==> src/rtl/alu_pkg.sv <==
// Shared definitions for the ALU sequencer: ALU op encodings and sequencer FSM states.
package alu_pkg;

   localparam logic [3:0] OP_ADD = 4'b0000;
   localparam logic [3:0] OP_SUB = 4'b0001;
   localparam logic [3:0] OP_AND = 4'b0010;
   localparam logic [3:0] OP_OR  = 4'b0011;
   localparam logic [3:0] OP_XOR = 4'b0100;
   localparam logic [3:0] OP_SLT = 4'b0101;
   localparam logic [3:0] OP_SHL = 4'b0110;
   localparam logic [3:0] OP_SHR = 4'b0111;

   localparam logic [3:0] LAST_LEGAL_OP = OP_SHR;

   typedef enum logic [1:0] {
      IDLE = 2'd0,
      EXEC = 2'd1,
      RESP = 2'd2
   } seqState_t;

   // Shift ops run one single-bit ALU step per requested shift position.
   function automatic logic isShiftOp(input logic [3:0] op);
      return (op == OP_SHL) || (op == OP_SHR);
   endfunction

endpackage

==> src/rtl/alu_sequencer.sv <==
// Feeds an external single-cycle ALU, iterating shift ops one bit per cycle,
// and returns the final result and flags through a valid/ready response port.
module alu_sequencer
   import alu_pkg::*;
#(
   parameter int WIDTH = 32,
   parameter int SHW   = $clog2(WIDTH) + 1
) (
   input  logic             clk,
   input  logic             rstN,
   input  logic             cmdValid,
   output logic             cmdReady,
   input  logic [WIDTH-1:0] cmdA,
   input  logic [WIDTH-1:0] cmdB,
   input  logic [3:0]       cmdOp,
   input  logic [SHW-1:0]   cmdShAmt,
   output logic [WIDTH-1:0] aluA,
   output logic [WIDTH-1:0] aluB,
   output logic [3:0]       aluOp,
   input  logic [WIDTH-1:0] aluResult,
   input  logic             aluZero,
   input  logic             aluCarry,
   output logic             rspValid,
   input  logic             rspReady,
   output logic [WIDTH-1:0] rspResult,
   output logic             rspZero,
   output logic             rspCarry,
   output logic             rspIllegal,
   output logic             busy
);

   seqState_t        state;
   seqState_t        nextState;
   logic [WIDTH-1:0] acc;
   logic [WIDTH-1:0] bReg;
   logic [3:0]       opReg;
   logic [SHW-1:0]   iterCnt;
   logic [SHW-1:0]   cmdIter;
   logic             zeroReg;
   logic             carryReg;
   logic             illegalReg;
   logic             cmdIllegal;
   logic             accept;

   // Iteration count of the offered command: illegal ops never touch the ALU,
   // shifts saturate at WIDTH since further steps cannot change the result.
   always_comb begin
      cmdIter    = '0;
      cmdIllegal = (cmdOp > LAST_LEGAL_OP);
      if (cmdIllegal) begin
         cmdIter = '0;
      end else if (isShiftOp(cmdOp)) begin
         cmdIter = (cmdShAmt > SHW'(WIDTH)) ? SHW'(WIDTH) : cmdShAmt;
      end else begin
         cmdIter = SHW'(1);
      end
   end

   assign accept = cmdValid && (state == IDLE);

   always_ff @(posedge clk or negedge rstN) begin
      if (!rstN) begin
         state <= IDLE;
      end else begin
         state <= nextState;
      end
   end

   // Next-state and output decode; ALU and response buses are zero outside
   // their own state so nothing stale leaks to the ALU or downstream.
   always_comb begin
      nextState  = state;
      cmdReady   = 1'b0;
      rspValid   = 1'b0;
      busy       = 1'b1;
      aluA       = '0;
      aluB       = '0;
      aluOp      = '0;
      rspResult  = '0;
      rspZero    = 1'b0;
      rspCarry   = 1'b0;
      rspIllegal = 1'b0;
      case (state)
         IDLE: begin
            cmdReady = 1'b1;
            busy     = 1'b0;
            if (accept) begin
               nextState = (cmdIter != '0) ? EXEC : RESP;
            end
         end
         EXEC: begin
            aluA  = acc;
            aluB  = bReg;
            aluOp = opReg;
            if (iterCnt == SHW'(1)) begin
               nextState = RESP;
            end
         end
         RESP: begin
            rspValid   = 1'b1;
            rspResult  = acc;
            rspZero    = zeroReg;
            rspCarry   = carryReg;
            rspIllegal = illegalReg;
            if (rspReady) begin
               nextState = IDLE;
            end
         end
         default: nextState = IDLE;
      endcase
   end

   // Datapath: the acceptance edge preloads the final response for zero-iteration
   // commands, otherwise each EXEC edge folds the ALU output back into acc.
   always_ff @(posedge clk or negedge rstN) begin
      if (!rstN) begin
         acc        <= '0;
         bReg       <= '0;
         opReg      <= '0;
         iterCnt    <= '0;
         zeroReg    <= 1'b0;
         carryReg   <= 1'b0;
         illegalReg <= 1'b0;
      end else if (accept) begin
         bReg       <= cmdB;
         opReg      <= cmdOp;
         iterCnt    <= cmdIter;
         carryReg   <= 1'b0;
         illegalReg <= cmdIllegal;
         if (cmdIllegal) begin
            acc     <= '0;
            zeroReg <= 1'b1;
         end else begin
            acc     <= cmdA;
            zeroReg <= (cmdA == '0);
         end
      end else if (state == EXEC) begin
         acc      <= aluResult;
         zeroReg  <= aluZero;
         carryReg <= aluCarry;
         iterCnt  <= iterCnt - SHW'(1);
      end
   end

endmodule

==> config.mk <==
export PLATFORM = sky130hd
export DESIGN_NAME = alu_sequencer
export DESIGN_NICKNAME = d
export VERILOG_FILES = /design/src/rtl/alu_pkg.sv /design/src/rtl/alu_sequencer.sv
export SDC_FILE = /design/constraint.sdc
export NUM_CORES = 1
export LEC_CHECK = 0
export CORE_ASPECT_RATIO = 0.9
export CORE_MARGIN = 5
export CORE_UTILIZATION = 35
export CTS_BUF_LIST = sky130_fd_sc_hd__clkbuf_8
export CTS_CLUSTER_DIAMETER = 200
export DETAILED_ROUTE_END_ITERATION = 12
export MAX_ROUTING_LAYER = met4
export PLACE_DENSITY_LB_ADDON = 0.25
export SLEW_MARGIN = 25
export SYNTH_ARGS = -nofsm -noshare
export SYNTH_HDL_FRONTEND = slang
export SYNTH_SLANG_ARGS = --single-unit
==> constraint.sdc <==
create_clock -name clk -period 1.4 [get_ports clk]
set_input_delay 0.28 -clock clk [delete_from_list [all_inputs] [get_ports clk]]
set_output_delay 0.28 -clock clk [all_outputs]
set_load 0.01 [all_outputs]
==> results of run 1 <==
[area by class of cell]
type,instances,share of cell area
inverters,4,0.00204
multi-input cells,405,0.293
clock inverters,5,0.00233
flip-flops and latches,79,0.230
clock buffers,10,0.0160
repair buffers,338,0.434
well taps,160,0.0233
[worst min path at each step]
stage,startpoint,endpoint,slack [ps],cells after the start
3_5_place_dp,rstN,acc[23]$_DFFE_PN0P_,350,2
5_1_grt,cmdB[8],bReg[8]$_DFFE_PN0P_,440,3
6_report,cmdB[8],bReg[8]$_DFFE_PN0P_,450,3
4_1_cts,cmdB[22],bReg[22]$_DFFE_PN0P_,430,3
3_3_place_gp,rstN,acc[19]$_DFFE_PN0P_,340,2
2_1_floorplan,rstN,acc[0]$_DFFE_PN0P_,-20,0
[worst reg2reg max path, stage by stage (launching register included)]
cell and delay (ps):
dfrtp_1 390, buf_6 120, nor2b_4 140, buf_6 150, buf_12 120, buf_16 120, buf_12 100, buf_6 90
buf_6 110, nor2_1 60, a221o_1 300
[registers in the layout (all words and copies together), names as in the netlist]
signal / count
acc: 32
state: 2
opReg: 4
bReg: 32
carryReg: 1
zeroReg: 1
illegalReg: 1
iterCnt: 6
[per-stage QoR]
stage | setup TNS [ps] | worst slack (ps)
after floorplan | -672 | -16.4
after global placement | -62880 | -396
after detailed placement | -66180 | -411
after CTS | -65060 | -625
after global routing | -81860 | -664
final | -71650 | -601
[where the power goes]
| part | leakage (nW) | switching, mW | internal [mW] | total [mW] |
|---|---|---|---|---|
| Combinational | 3.06 | 5.29 | 7.24 | 12.5 |
| Sequential | 0.963 | 0.883 | 3.42 | 4.30 |
| Clock | 0.0971 | 0.820 | 0.656 | 1.48 |
| Total | 4.12 | 6.99 | 11.3 | 18.3 |
[per-layer routing]
metal | wire length (microns) | GRT usage | vias to the layer above
li1 | - | - | 2347
met1 | 7500 | 0.303 | 2454
met2 | 9660 | 0.420 | 214
met3 | 1540 | 0.0606 | 30
met4 | 405 | 0.0715 | 0
met5 | 0 | - | -
[logic make-up after synthesis]
kind of cell,Yosys count
DFF,79
xor gates and xnor gates,2
buffers and inverters,44
and+or+nand+nor,322
AOI/OAI and AO/OA,77
adders and majority gates,2
[layout by cell type, fill, tap and decap left out, types with 2 or more instances in the layout]
cell / instances
a21oi_1: 3
a21oi_2: 27
a21oi_4: 5
a221o_1: 3
a31oi_1: 29
a31oi_4: 2
and2_1: 31
and2_4: 74
buf_12: 18
buf_16: 10
buf_2: 30
buf_4: 45
buf_6: 117
clkbuf_16: 6
clkbuf_8: 10
clkdlybuf4s50_1: 110
dfrtp_1: 79
ha_1: 2
inv_1: 7
nand2_1: 173
nand2_2: 6
nand2b_1: 2
nand3_2: 3
nand4_1: 4
nor2_1: 8
nor2b_4: 2
nor3_1: 2
nor4_1: 8
o21ai_1: 2
or3b_4: 3
xor2_1: 2
[repair_timing]
| action | CTS | global route |
|---|---|---|
| hold buffers | 1 | 0 |
| resized for setup | 563 | 154 |
| setup buffers | 37 | 16 |
| pin swaps | 40 | 28 |
| setup endpoints to repair | 185 | 184 |
| gates cloned | 18 | 7 |
| hold endpoints to repair | 79 | 0 |
==> summary.md, run 1 <==
| Metric | Value |
|---|---|
| Status | `finished with violations` |
| Failing checks | `setup timing` |
| Seq cells post-synth | `just under 80` |
| Finished Layout Cells | `roughly 1,000` |
| Crit path capture type | `primary output` |
| Average cell area after synthesis | `between 8 and 9 sq um` |
| Reg-to-Reg Start | `state[1]$_DFFE_PN0P_` |
| Unique masters post-synth | `32` |
| Initial antenna violation count | `0` |
| Simple-Gate Fraction of Synth Area | `0.365` |
| DRT Pass-1 Iters | `4` |
| Area Overhead vs Synth | `103%` |
| R2r setup slk | `-420 ps` |
| Area after DPL | `6950 sq um` |
| Clock skew | `approximately 4.7 ps` |
| Crit-path slowest cell | `dfrtp_1` |
| Via density | `just over 5` |
| # diodes | `0` |
| Slowest stage delay, CP | `about 390 ps` |
| Top_reg_cell synth | `dfrtp_1` |
| Post-synth EDFFs | `0` |
| Multiplexer share of the synthesized area | `0` |
| CP max FO | `6` |
| Vias after detailed routing | `between 5,000 and 6,000` |
| First-iteration detailed-routing DRC count | `between 300 and 400` |
| Drt wl/cell | `between 15 and 20 microns` |
| Number of warnings issued by yosys | `0` |
| Complex-gate fraction of the synthesized area | `0.107` |
| Storage cell area | `between 1500 and 2000 sq um` |
| Worst hold margin | `~450 ps` |
| Final max-slew violation count | `0` |
| Finished Core Util | `0.718` |
| CTS Buf Count | `9` |
| Worst-Margin Slew | `~460 ps` |
| Cell taking the most area after synthesis | `dfrtp_1` |
| Area of the multi-input gates | `approximately 2500 sq um` |
| Synth top area cells | `dfrtp_1, nand2_1, and2_1, a31oi_1, a21oi_1` |
| CP cell instances | `buf_6 > nor2b_4 > buf_12 > buf_12 > buf_16 > buf_6 > and2_4 > buf_6` |
| Most frequent cell after synthesis | `nand2_1` |
| DPL Wire Length | `approximately 11 mm` |
| F_max | `about 0.50 GHz` |
| LEAKAGE | `a little over 4 nW` |
| Largest family of logic cells by synthesized area | `simple AND/OR/NAND/NOR gates` |
| Async set-reset flop share out of synthesis | `1.00` |
| Synthesized Nets | `640` |
| Largest net degree at the start of global routing | `80` |
| Post-layout worst setup margin | `-601 ps` |
| Final Cell Area | `between 8000 and 9000 sq um` |
| CP most frequent cell | `buf_6` |
| Critical path type | `flip-flop to primary output` |
| DRT Wirelength | `roughly 19 mm` |
| Critical Path End | `aluA[9]` |
| Core ar. | `12,000 sq um` |
| Levels on crit path | `8` |
| Die area | `roughly 14,000 sq um` |
| Fillers | `864` |
| Final critical-path share of the clock period | `1.43` |
| Worst setup SP type | `flip-flop` |
| CTS clk-pin slew, worst paths | `roughly 80 ps` |
| Total GRT Usage | `0.251` |
| Synth Area in XOR/XNOR | `0.00412` |
| Global-route wire length before repair | `between 20 and 30 mm` |
| CP required | `between 1000 and 1500 ps` |
| Worst hold path class | `primary input to flip-flop` |
| Final setup fails | `185` |
| Num Clock Sinks | `between 70 and 80` |
| WP data arrival | `roughly 1700 ps` |
| CP top delay family | `buffers and inverters` |
| Clk buf depth | `2` |
| Sequential area share after synthesis | `0.465` |
| Die X | `around 130 microns` |
| Final #Nets | `around 950` |
| Adder-cell share of the synthesized area | `0.00589` |
| Worst r2r path cells | `10` |
| R2r endpoint | `iterCnt[0]$_DFFE_PN0P_` |
| Power Dens Cells | `2130 nW/um^2` |
| Vias in the first global route | `around 5,300` |
| Maximum VDD drop | `roughly 1.2 mV` |
| Post-route minimum period | `2000 ps` |
| Initial core utilization | `0.355` |
| Clk root buf | `clkbuf_8` |
| PortBufs | `~220` |
| Height of the die | `115 microns` |
| Syn Std Cell Area | `between 4000 and 5000 sq um` |
| Pwr Total | `between 15 and 20 mW` |
| GP Congestion | `approximately 0.86` |
| Cells after Synth | `roughly 530` |
| IO Pins | `218` |
| Placed cells | `roughly 900` |
| Layout cells sized above 1 | `0.436` |
| Cell Rows | `38` |
| TritonCTS clock tree | `done` |
| Worst Path Buf+Inv | `6` |
| Max Cap Violations | `0` |
| H-tree Lvls | `3` |
| Relative slew slack | `0.697` |
| Post-route ant nets | `0` |
| Gr ovfl total | `0` |
| Critical Path Start | `state[1]$_DFFE_PN0P_` |
| Worst-skew pair later-pin latency | `~350 ps` |
| Top-area cell type share of the netlist area | `0.465` |
| Number of hold violations in the final report | `0` |
| Commonest cells post-synth | `nand2_1, and2_1, dfrtp_1` |
| Residual DRC | `0` |
| RSZ-0062 raised after global routing | `yes` |
(Power assumes the default switching activity.)
==> inputs of run 2 (changes only) <==
--- a/config.mk
+++ b/config.mk
@@ -7,7 +7,7 @@
 export LEC_CHECK = 0
 export CORE_ASPECT_RATIO = 0.9
 export CORE_MARGIN = 5
-export CORE_UTILIZATION = 35
+export CORE_UTILIZATION = 30
 export CTS_BUF_LIST = sky130_fd_sc_hd__clkbuf_8
 export CTS_CLUSTER_DIAMETER = 200
 export DETAILED_ROUTE_END_ITERATION = 12
==> summary.md, run 2 (synthesis gave the netlist of run 1 again) <==
| Metric | Value |
|---|---|
| Number of hold violations in the final report | `0 (unchanged)` |
| Initial core utilization | `0.304 (was 0.355)` |
| CTS clk-pin slew, worst paths | `90 ps (was 80 ps)` |
| RSZ-0062 raised after global routing | `yes (unchanged)` |
| Height of the die | `123 microns (was 115 microns)` |
| Clock share of power | `0.111 (was 0.081)` |
| Cell Int Power | `10.9 mW (was 11.3 mW)` |
| Final setup fails | `185 (unchanged)` |
| Met1 wire length | `8.19 mm (was 7.50 mm)` |
| Vias in the first global route | `4,949 (was 5,277)` |
| Commonest non-fill, non-tap cells in the layout | `nand2_1, clkdlybuf4s50_1, buf_6 (was nand2_1, buf_6, clkdlybuf4s50_1)` |
| WL met2 | `9.40 mm (was 9.66 mm)` |
| Highest metal used | `met4 (unchanged)` |
| Power share of the combinational group | `0.648 (was 0.684)` |
| Clock skew | `6.95 ps (was 4.67 ps)` |
| CP cell instances | `buf_6 > nor2b_4 > buf_12 > clkbuf_16 > and2_4 > buf_6 (was buf_6 > nor2b_4 > buf_12 > buf_12 > buf_16 > buf_6 > and2_4 > buf_6)` |
| Area of the multi-input gates | `2550 sq um (was 2520 sq um)` |
| GP Congestion | `0.859 (unchanged)` |
| Worst-Margin Slew | `453 ps (was 455 ps)` |
| Clk buf depth | `2 (unchanged)` |
| Finished Layout Cells | `1,012 (was 1,001)` |
| Die area | `16,600 sq um (was 14,400 sq um)` |
| Core ar. | `14,000 sq um (was 12,000 sq um)` |
| Final Cell Area | `8530 sq um (was 8610 sq um)` |
| Largest net degree at the start of global routing | `80 (unchanged)` |
| Worst-skew pair later-pin latency | `360 ps (was 350 ps)` |
| Maximum VDD drop | `0.869 mV (was 1.16 mV)` |
| Drt wl/cell | `19.2 microns (was 19.1 microns)` |
| Pre-CTS setup slack | `-465 ps (was -411 ps)` |
| CP required | `1120 ps (about the same)` |
| Relative slew slack | `0.698 (was 0.697)` |
| Power Dens Cells | `2090 nW/um^2 (was 2130 nW/um^2)` |
| DPL Wire Length | `10.9 mm (was 11.1 mm)` |
| Setup_tns | `-77,190 ps (was -71,650 ps)` |
| Failing checks | `setup timing (unchanged)` |
| Pwr Total | `17.8 mW (was 18.3 mW)` |
| TritonCTS clock tree | `done (unchanged)` |
| LEAKAGE | `3.96 nW (was 4.12 nW)` |
| Placed cells | `945 (was 919)` |
| IO Pins | `218 (unchanged)` |
| Area Overhead vs Synth | `101% (was 103%)` |
| CTS Buf Count | `9 (unchanged)` |
| Slowest stage delay, CP | `390 ps (about the same)` |
| Final critical-path share of the clock period | `1.39 (was 1.43)` |
| Worst setup SP type | `flip-flop (unchanged)` |
| CP most frequent cell | `buf_6 (unchanged)` |
| Layout cells sized above 1 | `0.429 (was 0.436)` |
| DRT Pass-1 Iters | `4 (unchanged)` |
| Final max-slew violation count | `0 (unchanged)` |
| Storage cell area | `1980 sq um (unchanged)` |
| # diodes | `0 (unchanged)` |
| Post-route ant nets | `0 (unchanged)` |
| CP max FO | `4 (was 6)` |
| Max Cap Violations | `0 (unchanged)` |
| Initial antenna violation count | `0 (unchanged)` |
| Die X | `135 microns (was 126 microns)` |
| Clk root buf | `clkbuf_8 (unchanged)` |
| PortBufs | `217 (unchanged)` |
| DRT Wirelength | `19.4 mm (was 19.1 mm)` |
| Crit-path slowest cell | `dfrtp_1 (unchanged)` |
| Gr ovfl total | `0 (unchanged)` |
| Biggest regs | `acc (32), bReg (32), iterCnt (6) (unchanged)` |
| Critical path type | `flip-flop to primary output (unchanged)` |
| F_max | `0.512 GHz (was 0.500 GHz)` |
| Num Clock Sinks | `79 (unchanged)` |
| Worst hold path class | `primary input to flip-flop (unchanged)` |
| Status | `finished with violations (unchanged)` |
| Final #Nets | `928 (was 951)` |
| WP data arrival | `1670 ps (was 1720 ps)` |
| Area after DPL | `6950 sq um (about the same)` |
| Crit path capture type | `primary output (unchanged)` |
| Post-route minimum period | `1950 ps (was 2000 ps)` |
| Via density | `4.92 (was 5.04)` |
| Sw power | `6.88 mW (was 6.99 mW)` |
| Post-layout worst setup margin | `-551 ps (was -601 ps)` |
| R2r setup slk | `-430 ps (was -420 ps)` |
| Fillers | `1,177 (was 864)` |
| Commonest non-fill, non-tap cell in the layout | `nand2_1 (unchanged)` |
| Met3 routed WL | `1.44 mm (was 1.54 mm)` |
| Vias after detailed routing | `4,974 (was 5,045)` |
| Worst hold margin | `443 ps (was 449 ps)` |
| Finished Core Util | `0.611 (was 0.718)` |
| First-iteration detailed-routing DRC count | `333 (was 343)` |
| Sw Ratio | `0.387 (was 0.382)` |
| Total GRT Usage | `0.216 (was 0.251)` |
| Global-route wire length before repair | `27.1 mm (was 27.9 mm)` |
| Residual DRC | `0 (unchanged)` |
| Reg power frac | `0.240 (was 0.235)` |
| Cell Rows | `41 (was 38)` |
| H-tree Lvls | `3 (unchanged)` |
==> run 2: power by group through the flow <==
stage	clock network, mW	registers, mW	logic (mW)
after CTS	2.03	4.17	10.1
after floorplan	0	3.89	4.15
after detailed placement	0	4.17	7.70
after global routing	2.12	4.40	12.3
after global placement	0	4.13	7.55
final	1.98	4.28	11.5
==> run 2: path summary, 6_finish.rpt <==
path / startpoint / end / cells past startpoint
min in group asynchronous: rstN / acc[20]$_DFFE_PN0P_ / 3
worst min-delay path: cmdB[21] / bReg[21]$_DFFE_PN0P_ / 3
worst min register to register: bReg[4]$_DFFE_PN0P_ / bReg[4]$_DFFE_PN0P_ / 2
max in group asynchronous: rstN / acc[2]$_DFFE_PN0P_ / 3
worst max register to register: state[0]$_DFFE_PN0P_ / iterCnt[0]$_DFFE_PN0P_ / 9
worst max-delay path: state[0]$_DFFE_PN0P_ / rspResult[27] / 6
==> run 2: per-layer routing <==
layer / global-route usage / vias up
li1: - / 2301
met1: 0.286 / 2406
met2: 0.341 / 239
met3: 0.0512 / 28
met4: 0.0460 / 0
met5: - / -
==> run 2: area by class of cell <==
class / instances / share of cell area
Multi-Input combinational cell: 405 / 0.299
Clock inverter: 6 / 0.0110
Inverter: 4 / 0.00205
Clock buffer: 10 / 0.0161
Tap cell: 193 / 0.0283
Sequential cell: 79 / 0.232
Timing Repair Buffer: 315 / 0.411
==> run 2: what timing repair did <==
item	4_1_cts	5_1_grt
resized for setup	512	152
hold buffers	1	0
gates cloned	17	12
hold endpoints to repair	79	0
setup buffers	24	8
pin swaps	16	33
endpoints found under the setup margin	185	185
==> run 2: critical path, delay by kind of cell, from the launching register on <==
kind                   cells  cell delay, ps
AND/OR/NAND/NOR            2             370
buffers and inverters      4             550
flip-flops                 1             390
